[src/rtl/fetch_unit_if.sv]
// Fetch-stage bus: instruction-memory address/data, decode handshake, redirect and status.
interface fetch_unit_if #(
    parameter int ADDR_W = 8,
    parameter int DATA_W = 8
);
    logic [ADDR_W-1:0] leEndereco;
    logic [DATA_W-1:0] instrucao;
    logic [DATA_W-1:0] inst_out;
    logic [ADDR_W-1:0] inst_pc;
    logic              inst_valid;
    logic              inst_ready;
    logic              redirect_valid;
    logic [ADDR_W-1:0] redirect_target;
    logic              halted;
    logic [15:0]       fetch_count;

    modport master (
        output leEndereco, inst_out, inst_pc, inst_valid, halted, fetch_count,
        input  instrucao, inst_ready, redirect_valid, redirect_target
    );

    modport slave (
        input  leEndereco, inst_out, inst_pc, inst_valid, halted, fetch_count,
        output instrucao, inst_ready, redirect_valid, redirect_target
    );
endinterface

[src/rtl/fetch_unit.sv]
// Instruction fetch: owns the PC, tracks the one-cycle memory read, and feeds decode
// through a 2-entry FIFO with redirect flush and halt detection.
module fetch_unit #(
    parameter int               ADDR_W     = 8,
    parameter int               DATA_W     = 8,
    parameter logic [ADDR_W-1:0] RESET_PC   = 8'h00,
    parameter logic [DATA_W-1:0] HALT_INSTR = 8'b00110000
) (
    input logic                 clock,
    input logic                 reset,
    fetch_unit_if.master        bus
);
    logic [ADDR_W-1:0] r_pc;
    logic              r_inFlight;
    logic [ADDR_W-1:0] r_inFlightPc;
    logic [DATA_W-1:0] r_bufData [0:1];
    logic [ADDR_W-1:0] r_bufPc   [0:1];
    logic              r_rdPtr;
    logic              r_wrPtr;
    logic [1:0]        r_count;
    logic              r_haltSeen;
    logic              r_halted;
    logic [15:0]       r_fetchCount;

    logic              w_valid;
    logic              w_redir;
    logic              w_deqRaw;
    logic              w_deq;
    logic              w_capture;
    logic              w_capHalt;
    logic [2:0]        w_occNext;
    logic              w_issue;
    logic              w_haltAccept;

    // Redirects are dead once halted; a redirect also suppresses the dequeue in its cycle.
    always_comb begin
        w_valid      = (r_count != 2'd0);
        w_redir      = bus.redirect_valid & ~r_halted;
        w_deqRaw     = w_valid & bus.inst_ready;
        w_deq        = w_deqRaw & ~w_redir;
        w_capture    = r_inFlight & ~w_redir;
        w_capHalt    = r_inFlight & (bus.instrucao == HALT_INSTR);
        w_occNext    = {1'b0, r_count} + {2'b00, r_inFlight} - {2'b00, w_deqRaw};
        w_issue      = ~r_haltSeen & ~r_halted & ~bus.redirect_valid & ~w_capHalt
                       & (w_occNext <= 3'd1);
        w_haltAccept = w_deq & (r_bufData[r_rdPtr] == HALT_INSTR);
    end

    always_ff @(posedge clock or negedge reset) begin
        if (!reset) begin
            r_pc         <= RESET_PC;
            r_inFlight   <= 1'b0;
            r_inFlightPc <= '0;
            r_bufData[0] <= '0;
            r_bufData[1] <= '0;
            r_bufPc[0]   <= '0;
            r_bufPc[1]   <= '0;
            r_rdPtr      <= 1'b0;
            r_wrPtr      <= 1'b0;
            r_count      <= 2'd0;
            r_haltSeen   <= 1'b0;
            r_halted     <= 1'b0;
            r_fetchCount <= 16'd0;
        end else if (w_redir) begin
            r_pc       <= bus.redirect_target;
            r_inFlight <= 1'b0;
            r_rdPtr    <= 1'b0;
            r_wrPtr    <= 1'b0;
            r_count    <= 2'd0;
            r_haltSeen <= 1'b0;
        end else begin
            r_inFlight <= w_issue;
            if (w_issue) begin
                r_pc         <= r_pc + {{(ADDR_W-1){1'b0}}, 1'b1};
                r_inFlightPc <= r_pc;
            end
            if (w_deq && r_fetchCount != 16'hFFFF)
                r_fetchCount <= r_fetchCount + 16'd1;
            if (w_capture && w_capHalt)
                r_haltSeen <= 1'b1;
            // The halt word is always the last entry, so accepting it empties the buffer.
            if (w_haltAccept) begin
                r_halted <= 1'b1;
                r_rdPtr  <= 1'b0;
                r_wrPtr  <= 1'b0;
                r_count  <= 2'd0;
            end else begin
                if (w_capture) begin
                    r_bufData[r_wrPtr] <= bus.instrucao;
                    r_bufPc[r_wrPtr]   <= r_inFlightPc;
                    r_wrPtr            <= ~r_wrPtr;
                end
                if (w_deq)
                    r_rdPtr <= ~r_rdPtr;
                case ({w_capture, w_deq})
                    2'b10:   r_count <= r_count + 2'd1;
                    2'b01:   r_count <= r_count - 2'd1;
                    default: r_count <= r_count;
                endcase
            end
        end
    end

    assign bus.leEndereco  = r_pc;
    assign bus.inst_out    = r_bufData[r_rdPtr];
    assign bus.inst_pc     = r_bufPc[r_rdPtr];
    assign bus.inst_valid  = w_valid;
    assign bus.halted      = r_halted;
    assign bus.fetch_count = r_fetchCount;
endmodule

[src/flat_wrapper.sv]
// flat-port wrapper written by rule: the top's interface ports become plain ports
module fetch_unit_flat 
#(
    parameter int               ADDR_W     = 8,
    parameter int               DATA_W     = 8,
    parameter logic [ADDR_W-1:0] RESET_PC   = 8'h00,
    parameter logic [DATA_W-1:0] HALT_INSTR = 8'b00110000
)
  (clock, reset, bus_leEndereco, bus_inst_out, bus_inst_pc, bus_inst_valid, bus_halted, bus_fetch_count, bus_instrucao, bus_inst_ready, bus_redirect_valid, bus_redirect_target);
  fetch_unit_if #(.ADDR_W(ADDR_W), .DATA_W(DATA_W)) bus_i ();
  input logic clock;
  input logic reset;
  output wire logic [$bits(bus_i.leEndereco)-1:0] bus_leEndereco;
  output wire logic [$bits(bus_i.inst_out)-1:0] bus_inst_out;
  output wire logic [$bits(bus_i.inst_pc)-1:0] bus_inst_pc;
  output wire logic [$bits(bus_i.inst_valid)-1:0] bus_inst_valid;
  output wire logic [$bits(bus_i.halted)-1:0] bus_halted;
  output wire logic [$bits(bus_i.fetch_count)-1:0] bus_fetch_count;
  input wire logic [$bits(bus_i.instrucao)-1:0] bus_instrucao;
  input wire logic [$bits(bus_i.inst_ready)-1:0] bus_inst_ready;
  input wire logic [$bits(bus_i.redirect_valid)-1:0] bus_redirect_valid;
  input wire logic [$bits(bus_i.redirect_target)-1:0] bus_redirect_target;
  assign bus_leEndereco = bus_i.leEndereco;
  assign bus_inst_out = bus_i.inst_out;
  assign bus_inst_pc = bus_i.inst_pc;
  assign bus_inst_valid = bus_i.inst_valid;
  assign bus_halted = bus_i.halted;
  assign bus_fetch_count = bus_i.fetch_count;
  assign bus_i.instrucao = bus_instrucao;
  assign bus_i.inst_ready = bus_inst_ready;
  assign bus_i.redirect_valid = bus_redirect_valid;
  assign bus_i.redirect_target = bus_redirect_target;
  fetch_unit #(.ADDR_W(ADDR_W), .DATA_W(DATA_W), .RESET_PC(RESET_PC), .HALT_INSTR(HALT_INSTR)) u_core (.clock(clock), .reset(reset), .bus(bus_i));
endmodule
[config.mk]
export PLATFORM = sky130hd
export DESIGN_NAME = fetch_unit_flat
export DESIGN_NICKNAME = d
export VERILOG_FILES = /design/src/rtl/fetch_unit_if.sv /design/src/rtl/fetch_unit.sv /design/src/flat_wrapper.sv
export SDC_FILE = /design/constraint.sdc
export NUM_CORES = 1
export LEC_CHECK = 0
export ABC_AREA = 1
export BUFFER_PORTS_ARGS = -buffer_cell sky130_fd_sc_hd__buf_2
export CAP_MARGIN = 25
export CELL_PAD_IN_SITES_DETAIL_PLACEMENT = 2
export CELL_PAD_IN_SITES_GLOBAL_PLACEMENT = 2
export CORE_MARGIN = 2
export CORE_UTILIZATION = 29
export CTS_CLUSTER_DIAMETER = 100
export DETAILED_ROUTE_END_ITERATION = 16
export GPL_ROUTABILITY_DRIVEN = 1
export PLACE_DENSITY = 0.87
export SLEW_MARGIN = 15
export SYNTH_ARGS = -nofsm -noshare
export SYNTH_HDL_FRONTEND = slang
export SYNTH_SLANG_ARGS = --single-unit
[constraint.sdc]
create_clock -name clock -period 2.1 [get_ports clock]
set_input_delay 0.21 -clock clock [delete_from_list [all_inputs] [get_ports clock]]
set_output_delay 0.21 -clock clock [all_outputs]
set_load 0.1 [all_outputs]
Yosys cells after proc, flatten, opt, wreduce, memory -nomap -nowiden
Cells that the tools add are included.
{ "word_totals": {"ff_bits": 71, "in_bits": 20, "out_inout_bits": 42, "elab_cells": 85} }
{ "classes": {"addsub": 6, "n_lt_le_gt_ge": 4, "eq_ne": 5, "mux": 24, "bitwise_logic": 20, "reduce_logical": 13} }
{ "ops": {"columns": ["op", "count"], "rows": [
  ["8-bit two-way mux", 9],
  ["16-bit bitwise mux", 2],
  ["16-bit by 1-bit adder with 16-bit output, second input constant", 1],
  ["8-bit by 6-bit equality test with 1-bit output, second input constant", 2],
  ["16-bit inequality test, second input constant", 1],
  ["1-bit AND", 10],
  ["1-bit two-way mux", 9],
  ["8-bit by 1-bit adder with 8-bit output, second input constant", 1],
  ["8-bit demux with 1-bit select", 1],
  ["1-bit inverter", 8],
  ["2-bit AND reduction", 3],
  ["2-bit nonzero test", 3],
  ["3-bit nonzero test", 2],
  ["2-bit >= comparator, second input constant", 2],
  ["2-bit two-way mux", 2],
  ["1-bit inverter with 2-bit output", 2],
  ["2-bit one-hot mux with 2 select lines", 1],
  ["4-bit nonzero test", 1],
  ["2-bit by 1-bit adder with 3-bit output", 1],
  ["3-bit by 1-bit less-or-equal comparator with 1-bit output, second input constant", 1],
  ["1-bit logical AND", 3],
  ["3-bit AND reduction", 1],
  ["3-bit by 1-bit subtractor with 3-bit output", 1],
  ["2-bit by 1-bit adder with 2-bit output, second input constant", 1],
  ["4 further kinds", 4]
]} }

Logic depth before layout (Yosys ltp)
Gate-level depths: netlist (run 1).
{ "depth": {"ltp_word": 8, "depth_mapped": 14} }

Worst setup path after synthesis (run 1)
No wires, ideal clock.
{ "synth_path": {"path_type": "register to register", "start": "reg u_core.r_count[1]", "end": "reg u_core.r_pc[0] (netlist: u_core.bus.leEndereco[0])", "arrival_time_ns": 2.801, "required_time_ns": 1.970, "slack_ns": -0.831, "stages_incl_launch_ff": 15, "path_buffers": 1, "period_less_slack_ns": 2.931, "path_cell_list": "dfrtp_1 > inv_1 > nand2_1 > nand2_1 > xor2_1 > ha_1 > inv_1 > fa_1 > nand3_1 > nor2_1 > nand2_1 > buf_2 > inv_1 > nand2_1 > nand3_1"} }
{ "synth_via": {"elab_chain_len": 6} }
{ "synth_rtl": {"columns": ["item", "line_no", "text"], "rows": [
  ["start: declaration", "fetch_unit.sv:20", "logic [1:0] r_count;"],
  ["start signal: assignment", "fetch_unit.sv:96", "2'b10: r_count <= r_count + 2'd1;"],
  ["start signal: assignment", "fetch_unit.sv:97", "2'b01: r_count <= r_count - 2'd1;"],
  ["start signal: assignment", "fetch_unit.sv:98", "default: r_count <= r_count;"],
  ["2-bit nonzero test", "fetch_unit.sv:37", "w_valid = (r_count != 2'd0);"],
  ["named net bus_inst_valid", "flat_wrapper.sv:16", "output wire logic [$bits(bus_i.inst_valid)-1:0] bus_inst_valid;"],
  ["1-bit AND", "fetch_unit.sv:39", "w_deqRaw = w_valid & bus.inst_ready;"],
  ["3-bit by 1-bit subtractor with 3-bit output", "fetch_unit.sv:43", "w_occNext = {1'b0, r_count} + {2'b00, r_inFlight} - {2'b00, w_deqRaw};"],
  ["3-bit by 1-bit less-or-equal comparator with 1-bit output", "fetch_unit.sv:45", "& (w_occNext <= 3'd1);"],
  ["1-bit AND", "fetch_unit.sv:45", null],
  ["2-bit nonzero test (no line)", null, null],
  ["end signal: assignment", "fetch_unit.sv:65", "r_pc <= bus.redirect_target;"],
  ["end signal: assignment", "fetch_unit.sv:74", "r_pc <= r_pc + {{(ADDR_W-1){1'b0}}, 1'b1};"],
  ["end: declaration", "fetch_unit.sv:13", "logic [ADDR_W-1:0] r_pc;"]
]} }
The timed path passes the listed nets, and every way through them passes these cells.
A chain may end at the register's enable or synchronous reset.

Worst setup path after layout (run 1)
{ "layout_path": {"start": "reg u_core.r_count[1]", "end": "reg u_core.r_count[1]"} }
{ "layout_via": {"elab_chain_len": 7} }
{ "layout_rtl": {"columns": ["item", "line_no", "text"], "rows": [
  ["2-bit nonzero test", "fetch_unit.sv:37", null],
  ["1-bit AND", "fetch_unit.sv:39", null],
  ["1-bit AND", "fetch_unit.sv:40", "w_deq = w_deqRaw & ~w_redir;"],
  ["2-bit by 1-bit equality test with 1-bit output or 2-bit equality test (tied branches)", "fetch_unit.sv:95", "case ({w_capture, w_deq})"],
  ["2-bit one-hot mux with 2 select lines", "fetch_unit.sv:95", null],
  ["2-bit two-way mux", "fetch_unit.sv:82", "if (w_haltAccept) begin"],
  ["2-bit two-way mux", "fetch_unit.sv:64", "end else if (w_redir) begin"]
]} }
Parallel ways exist; a longest one is shown, timed or not.

==> results.md, run 1 <==
* Row cnt at 41
* Reg2reg start: u_core.r_count[1]$_DFFE_PN0P_
* YS warnings at 0
* Crit Path Max Fanout at 3
* Boundary Pins at 62
* Post-synth top cells: nand2_1, dfrtp_1, inv_1, nand4_1, nand3_1
* Critical Path Start Type: register
* Status: finished with violations
* Final hold violations at 0
* Worst-path clk slew at roughly 0.06 ns
* Vias in the first global route at 4137
* Critical Path AT at ~2.8 ns
* Die area at between 0.01 and 0.015 sq mm
* Crit path largest cell delay at 0.43 ns
* Min Tclk post-route at 2.53 ns
* Area fraction of the dominant cell type after synthesis at 47.0%
* Max-cap violations at 0
* Pwr Density at 594 mW/mm^2
* Detailed Place HPWL at 8760 um
* TritonRoute pass-1 iters at 4
* Ys flop type: dfrtp_1
* Worst Min Path Start: bus_redirect_target[6]
* N_diodes at 0
* Sequential area share after synthesis at 47.0%
* Via count at 3728
* Placed cell count at 722
* Reg2reg setup slack at -0.43 ns
* Post-synthesis register bit count at 71
* Worst hold stages at 3
* P_leak at approximately 2.6 nW
* Die Y at between 100 and 150 um
* CTS tree: done
* Final setup viols at 20
* Slowest CP cell: dfrtp_1
* Mapped Nets at 514
* CP endpoint kind: register
* CP Buf/Inv Count at 5
* Hold endpoint: u_core.bus.leEndereco[6]$_DFFE_PN0P_
* Worst-Skew Late Latency at about 0.35 ns
* Nets at ~600
* Area leader, netlist: dfrtp_1
* Final Cycle Share at 120%
* RSZ-0062 raised after global routing: yes
* First-pass GRT wire length at about 22000 um
* Antenna Nets Post-Route at 0
* Post-synth EDFFs at 0
* RR Endpoint: u_core.r_count[1]$_DFFE_PN0P_
* Syn_area_per_cell at 7.74 sq um
* Clock skew at between 0.009 and 0.01 ns
* Failing checks: setup timing
* Buffers added on ports at between 60 and 70
* Vias/cell at 4.96
* CTS Buf Count at 9
* Layout Area Growth over Synthesis at 32.4%
* Cell Area, Synth at 0.00378 sq mm
* Fin area at ~0.005 sq mm
* Netlist cell types at 29
* HP Class: input pin to register
* # clock sinks at between 70 and 80
* Cell chain of the critical path: inv_2, nand2_8, buf_4, buf_4, buf_4, nand3_1, inv_1, ha_1, a21oi_1, o21ai_0, xor2_1, nor2_1
* Max-slew violation count at 0
* Root Driver: clkbuf_16
* CP top delay family: buffers and inverters
* Initial drt markers at 142
* Core area at 0.0127 sq mm
* Worst slew margin at between 60% and 70%
* Die width at 118 um
* Fill count at 1450
* Fmax achieved at around 0.40 GHz
* Slew @ Worst Pin at about 0.54 ns
* Initial Util at 29.9%
* Overall routing resource usage at 20.4%
* Ys async rst share at 100%
* Path depth of the worst reg2reg path at 12
* Grt total ovfl at 0
* Cells after synthesis at 489
* Largest net degree at the start of global routing at 47
* Top post-synthesis cells by area: dfrtp_1, nand2_1, nand4_1
* # DRC at 0
* Most common cell on crit path: buf_4
* H-tree depth at 3
* Setup TNS at -6.69 ns
* Fraction of layout cells with a size suffix above 1 at 29.2%
* Final WS setup at -0.426 ns
* Max rail drop VDD at 334 uV
* Average wire per standard cell at around 19 um
* Crit Path Category: register to register
* Final std cells w/o fill at around 750
* Critical Path RT at ~2.4 ns
* Cell with the most instances after synthesis: nand2_1
* Placed Area at 0.00440 sq mm
* Routability cong. at 0.774
* Clk buf depth at 2
* Detailed Route WL at 14200 um
* Initial antenna violation count at 0
==> area by class of cell <==
cell class | instances | area [sq um] | share of cell area (%)
Sequential cell | 71 | 1790 | 35.7
Inverter | 45 | 174 | 3.47
Timing Repair Buffer | 91 | 593 | 11.8
Multi-Input combinational cell | 356 | 1940 | 38.8
Clock buffer | 13 | 270 | 5.40
Clock inverter | 3 | 25.0 | 0.500
Tap cell | 172 | 215 | 4.30
==> state kept, by name, indices dropped and copies added, names as in the netlist <==
name	flops
u_core.r_count	2
u_core.r_bufData	16
u_core.bus.halted	1
u_core.r_inFlightPc	8
u_core.r_inFlight	1
u_core.r_rdPtr	1
u_core.r_bufPc	16
u_core.bus.fetch_count	16
u_core.r_haltSeen	1
u_core.bus.leEndereco	8
u_core.r_wrPtr	1
==> kinds of logic after synthesis <==
| family | count (synthesis) | synth area share [%] |
|---|---|---|
| simple gates | 303 | 35.3 |
| flops | 71 | 47.0 |
| buf+inv | 64 | 7.80 |
| compound gates | 28 | 3.90 |
| xor+xnor | 18 | 4.17 |
| fa+ha+maj | 5 | 1.85 |
==> how the worst max path moves through the flow <==
stage                                             start                              endpoint  slack (ns)  depth (start not counted)
final                     u_core.r_count[1]$_DFFE_PN0P_         u_core.r_count[1]$_DFFE_PN0P_       -0.43                         12
after global placement    u_core.r_count[0]$_DFFE_PN0P_    u_core.r_inFlightPc[4]$_DFFE_PN0P_       -0.09                         13
after global routing      u_core.r_count[1]$_DFFE_PN0P_  u_core.bus.leEndereco[2]$_DFFE_PN0P_       -0.51                         13
after floorplan           u_core.r_count[1]$_DFFE_PN0P_    u_core.r_inFlightPc[6]$_DFFE_PN0P_       -0.17                         14
after CTS                 u_core.r_count[0]$_DFFE_PN0P_    u_core.r_inFlightPc[3]$_DFFE_PN0P_       -0.15                         13
after detailed placement  u_core.r_count[0]$_DFFE_PN0P_    u_core.r_inFlightPc[4]$_DFFE_PN0P_       -0.31                         13
==> per-stage QoR <==
step / setup slack [ns] / utilization [%] / hold slack [ns] / total power, mW
2_1_floorplan: -0.170 / - / -0.0856 / 1.40
3_3_place_gp: -0.0886 / 34.7 / 0.173 / 1.45
3_5_place_dp: -0.307 / 34.7 / 0.181 / 1.46
4_1_cts: -0.153 / 38.4 / 0.0822 / 2.99
5_1_grt: -0.508 / 39.5 / 0.101 / 3.06
6_report: -0.426 / 39.5 / 0.0972 / 2.98
==> metal layers <==
metal  global-route usage, %  vias up  wire length, um
met4                    6.10        0              274
met3                    3.23       18              425
met2                    35.5       73             7270
met1                    25.8     1894             6250
met5                       0        -                0
li1                        -     1743                -
==> cell usage in the layout (no fill, tap or decap), drive strengths merged <==
cell type,n
a21oi,2
buf,83
clkbuf,20
clkinv,2
clkinvlp,1
dfrtp,71
dlygate4sd3,1
fa,1
ha,4
inv,45
nand2,209
nand3,29
nand3b,1
nand4,36
nor2,19
nor3,10
nor3b,1
o21ai,26
xnor2,8
xor2,10
==> worst min-delay path: cells and delay by family <==
| kind | cells | cell delay, ns |
|---|---|---|
| simple gates | 2 | 0.13 |
| buf+inv | 1 | 0.08 |
==> what timing repair did <==
action                                 CTS  global route
buffers inserted                         3             6
endpoints found under the hold margin   15             0
cloned                                   1             2
pin swaps                                8             6
setup endpoints to repair               18            37
gates resized for setup                 46            21
hold buffers                             1             0
==> power by group <==
part / switching [mW] / leakage, nW / internal (mW) / total, mW
Combinational: 0.0449 / 1.57 / 0.0198 / 0.0647
Clock: 0.640 / 0.142 / 0.905 / 1.54
Sequential: 0 / 0.918 / 1.37 / 1.37
Total: 0.685 / 2.63 / 2.29 / 2.98
Note: power is estimated with default switching activity, not from simulation.
==> run 2: changes to the inputs <==
GPL_TIMING_DRIVEN = 0   (was default)
==> results.md, run 2 (same netlist as run 1, synthesis figures left out) <==
* Reg area at ~0.0018 sq mm
* Fill count at 1458
* Overall routing resource usage at around a fifth
* Boundary Pins at between 60 and 70
* Average wire per standard cell at approximately 19 um
* Worst-path clk slew at 0.07 ns
* Initial antenna violation count at 0
* Failing checks: setup timing
* Antenna Nets Post-Route at 0
* Routability cong. at 0.869
* Most frequent cells in the layout: nand2_1, buf_2, dfrtp_1
* Die Y at 118 um
* TritonRoute pass-1 iters at 4
* Largest net degree at the start of global routing at 41
* Placed cell count at 723
* Clk buf depth at 2
* Vias/cell at 4.93
* Detailed Place HPWL at 8980 um
* Critical Path Start Type: register
* Placed Area at approximately 0.0044 sq mm
* Fmax achieved at a little over 0.4 GHz
* Fin area at approximately 0.005 sq mm
* Via count at between 3000 and 4000
* Crit Path Max Fanout at 5
* H-tree depth at 3
* Final hold violations at 0
* Status: finished with violations
* Detailed Route WL at 14100 um
* Max-slew violation count at 0
* Critical Path AT at 2.70 ns
* Final Cycle Share at 118%
* Reg2reg setup slack at -0.37 ns
* Die area at between 0.01 and 0.015 sq mm
* RSZ-0062 raised after global routing: yes
* CP endpoint kind: register
* Final setup viols at 18
* Slew @ Worst Pin at 0.601 ns
* Util after Layout at between 30% and 40%
* Buffers added on ports at a little over 60
* Die width at 118 um
* Max rail drop VDD at 336 uV
* Root Driver: clkbuf_16
* Layout Area Growth over Synthesis at 29.8%
* Commonest non-fill, non-tap cell in the layout: nand2_1
* Crit Path Category: register to register
* Nets at approximately 600
* Vias in the first global route at 4135
* HP Class: input pin to register
* Min Tclk post-route at 2.47 ns
* Final std cells w/o fill at 750
* First-pass GRT wire length at 21500 um
* Critical Path RT at 2.33 ns
* Clock skew at ~0.016 ns
* Pwr Density at roughly 620 mW/mm^2
* Initial Util at about 30%
* # clock sinks at 71
* Worst-Skew Late Latency at 0.35 ns
* N_diodes at 0
* Area of the multi-input gates at 0.00185 sq mm
* Setup TNS at -5.32 ns
* Row cnt at 41
* Initial drt markers at 150
* Fraction of layout cells with a size suffix above 1 at 26.8%
* Worst slew margin at between 50% and 60%
* Final WS setup at -0.372 ns
* Core area at about 0.013 sq mm
* CTS tree: done
* Max-cap violations at 0
* Grt total ovfl at 0
* # DRC at 0
* P_leak at 2.59 nW
* CTS Buf Count at 9
==> run 2: cell count changes in the layout (fill, tap and decap cells not counted), sizes merged <==
cell | previous run | this run
clkinv | 2 | 3
bufinv | 0 | 1
clkinvlp | 1 | 2
buf | 83 | 89
nand3 | 29 | 27
clkbuf | 20 | 13
inv | 45 | 44
==> run 2: layer usage <==
metal	GRT usage [%]	share of wire, %	vias up
met2	33.5	52	63
met1	24.2	44	1885
met4	7.68	1.3	0
met5	0	0	-
met3	3.14	2.8	14
li1	-	-	1739
==> run 2: final timing paths <==
kind	startpoint	end	cells after the start
setup / recovery	u_core.r_count[0]$_DFFE_PN0P_	u_core.r_inFlightPc[1]$_DFFE_PN0P_	13
hold / removal	bus_redirect_target[6]	u_core.bus.leEndereco[6]$_DFFE_PN0P_	3
setup reg to reg	u_core.r_count[0]$_DFFE_PN0P_	u_core.r_inFlightPc[1]$_DFFE_PN0P_	13
hold reg to reg	u_core.r_bufPc[6]$_DFFE_PN0P_	u_core.r_bufPc[6]$_DFFE_PN0P_	2
max in group asynchronous	reset	u_core.r_bufData[6]$_DFFE_PN0P_	3
min in group asynchronous	reset	u_core.bus.leEndereco[0]$_DFFE_PN0P_	2
==> run 2: what timing repair did <==
item	CTS	global route
hold buffers	1	0
gates resized for setup	23	24
cloned	2	0
hold endpoints to repair	31	0
pin swaps	8	4
setup endpoints to repair	18	17
setup buffers	6	3
==> run 2: report_power, final <==
part / switching [mW] / leakage [nW] / total (mW) / internal [mW]
Combinational: 0.0440 / 1.54 / 0.0633 / 0.0192
Clock: 0.644 / 0.141 / 1.59 / 0.946
Sequential: 0 / 0.917 / 1.37 / 1.37
Total: 0.688 / 2.59 / 3.02 / 2.33
==> run 2: critical path: stages, from the launching register on <==
cell and delay (ns):
dfrtp_1 0.40, inv_2 0.13, nand2_8 0.07, nand2_4 0.08, xor2_1 0.18, ha_2 0.21
inv_2 0.04, fa_1 0.53, nand3_2 0.12, nor2_4 0.15, nand2_4 0.10, buf_6 0.17
nand2_1 0.09, o21ai_1 0.08
==> run 2: area by class of cell <==
type	instances	share of cell area (%)
inverters	45	3.75
clock inverters	5	1.20
repair buffers	74	8.64
flip-flops and latches	71	36.5
well taps	172	4.38
multi-input cells	354	37.7
clock buffers	10	4.87
plain buffers	19	3.01
==> run 2: through the flow <==
step	hold slack (ns)	setup slack [ns]	total power, mW
floorplan	-0.0856	-0.170	1.40
global route	0.0956	-0.467	3.11
finish	0.0891	-0.372	3.02
global placement	0.432	-0.221	1.45
detailed placement	0.196	-0.287	1.46
CTS	0.0960	-0.195	3.02
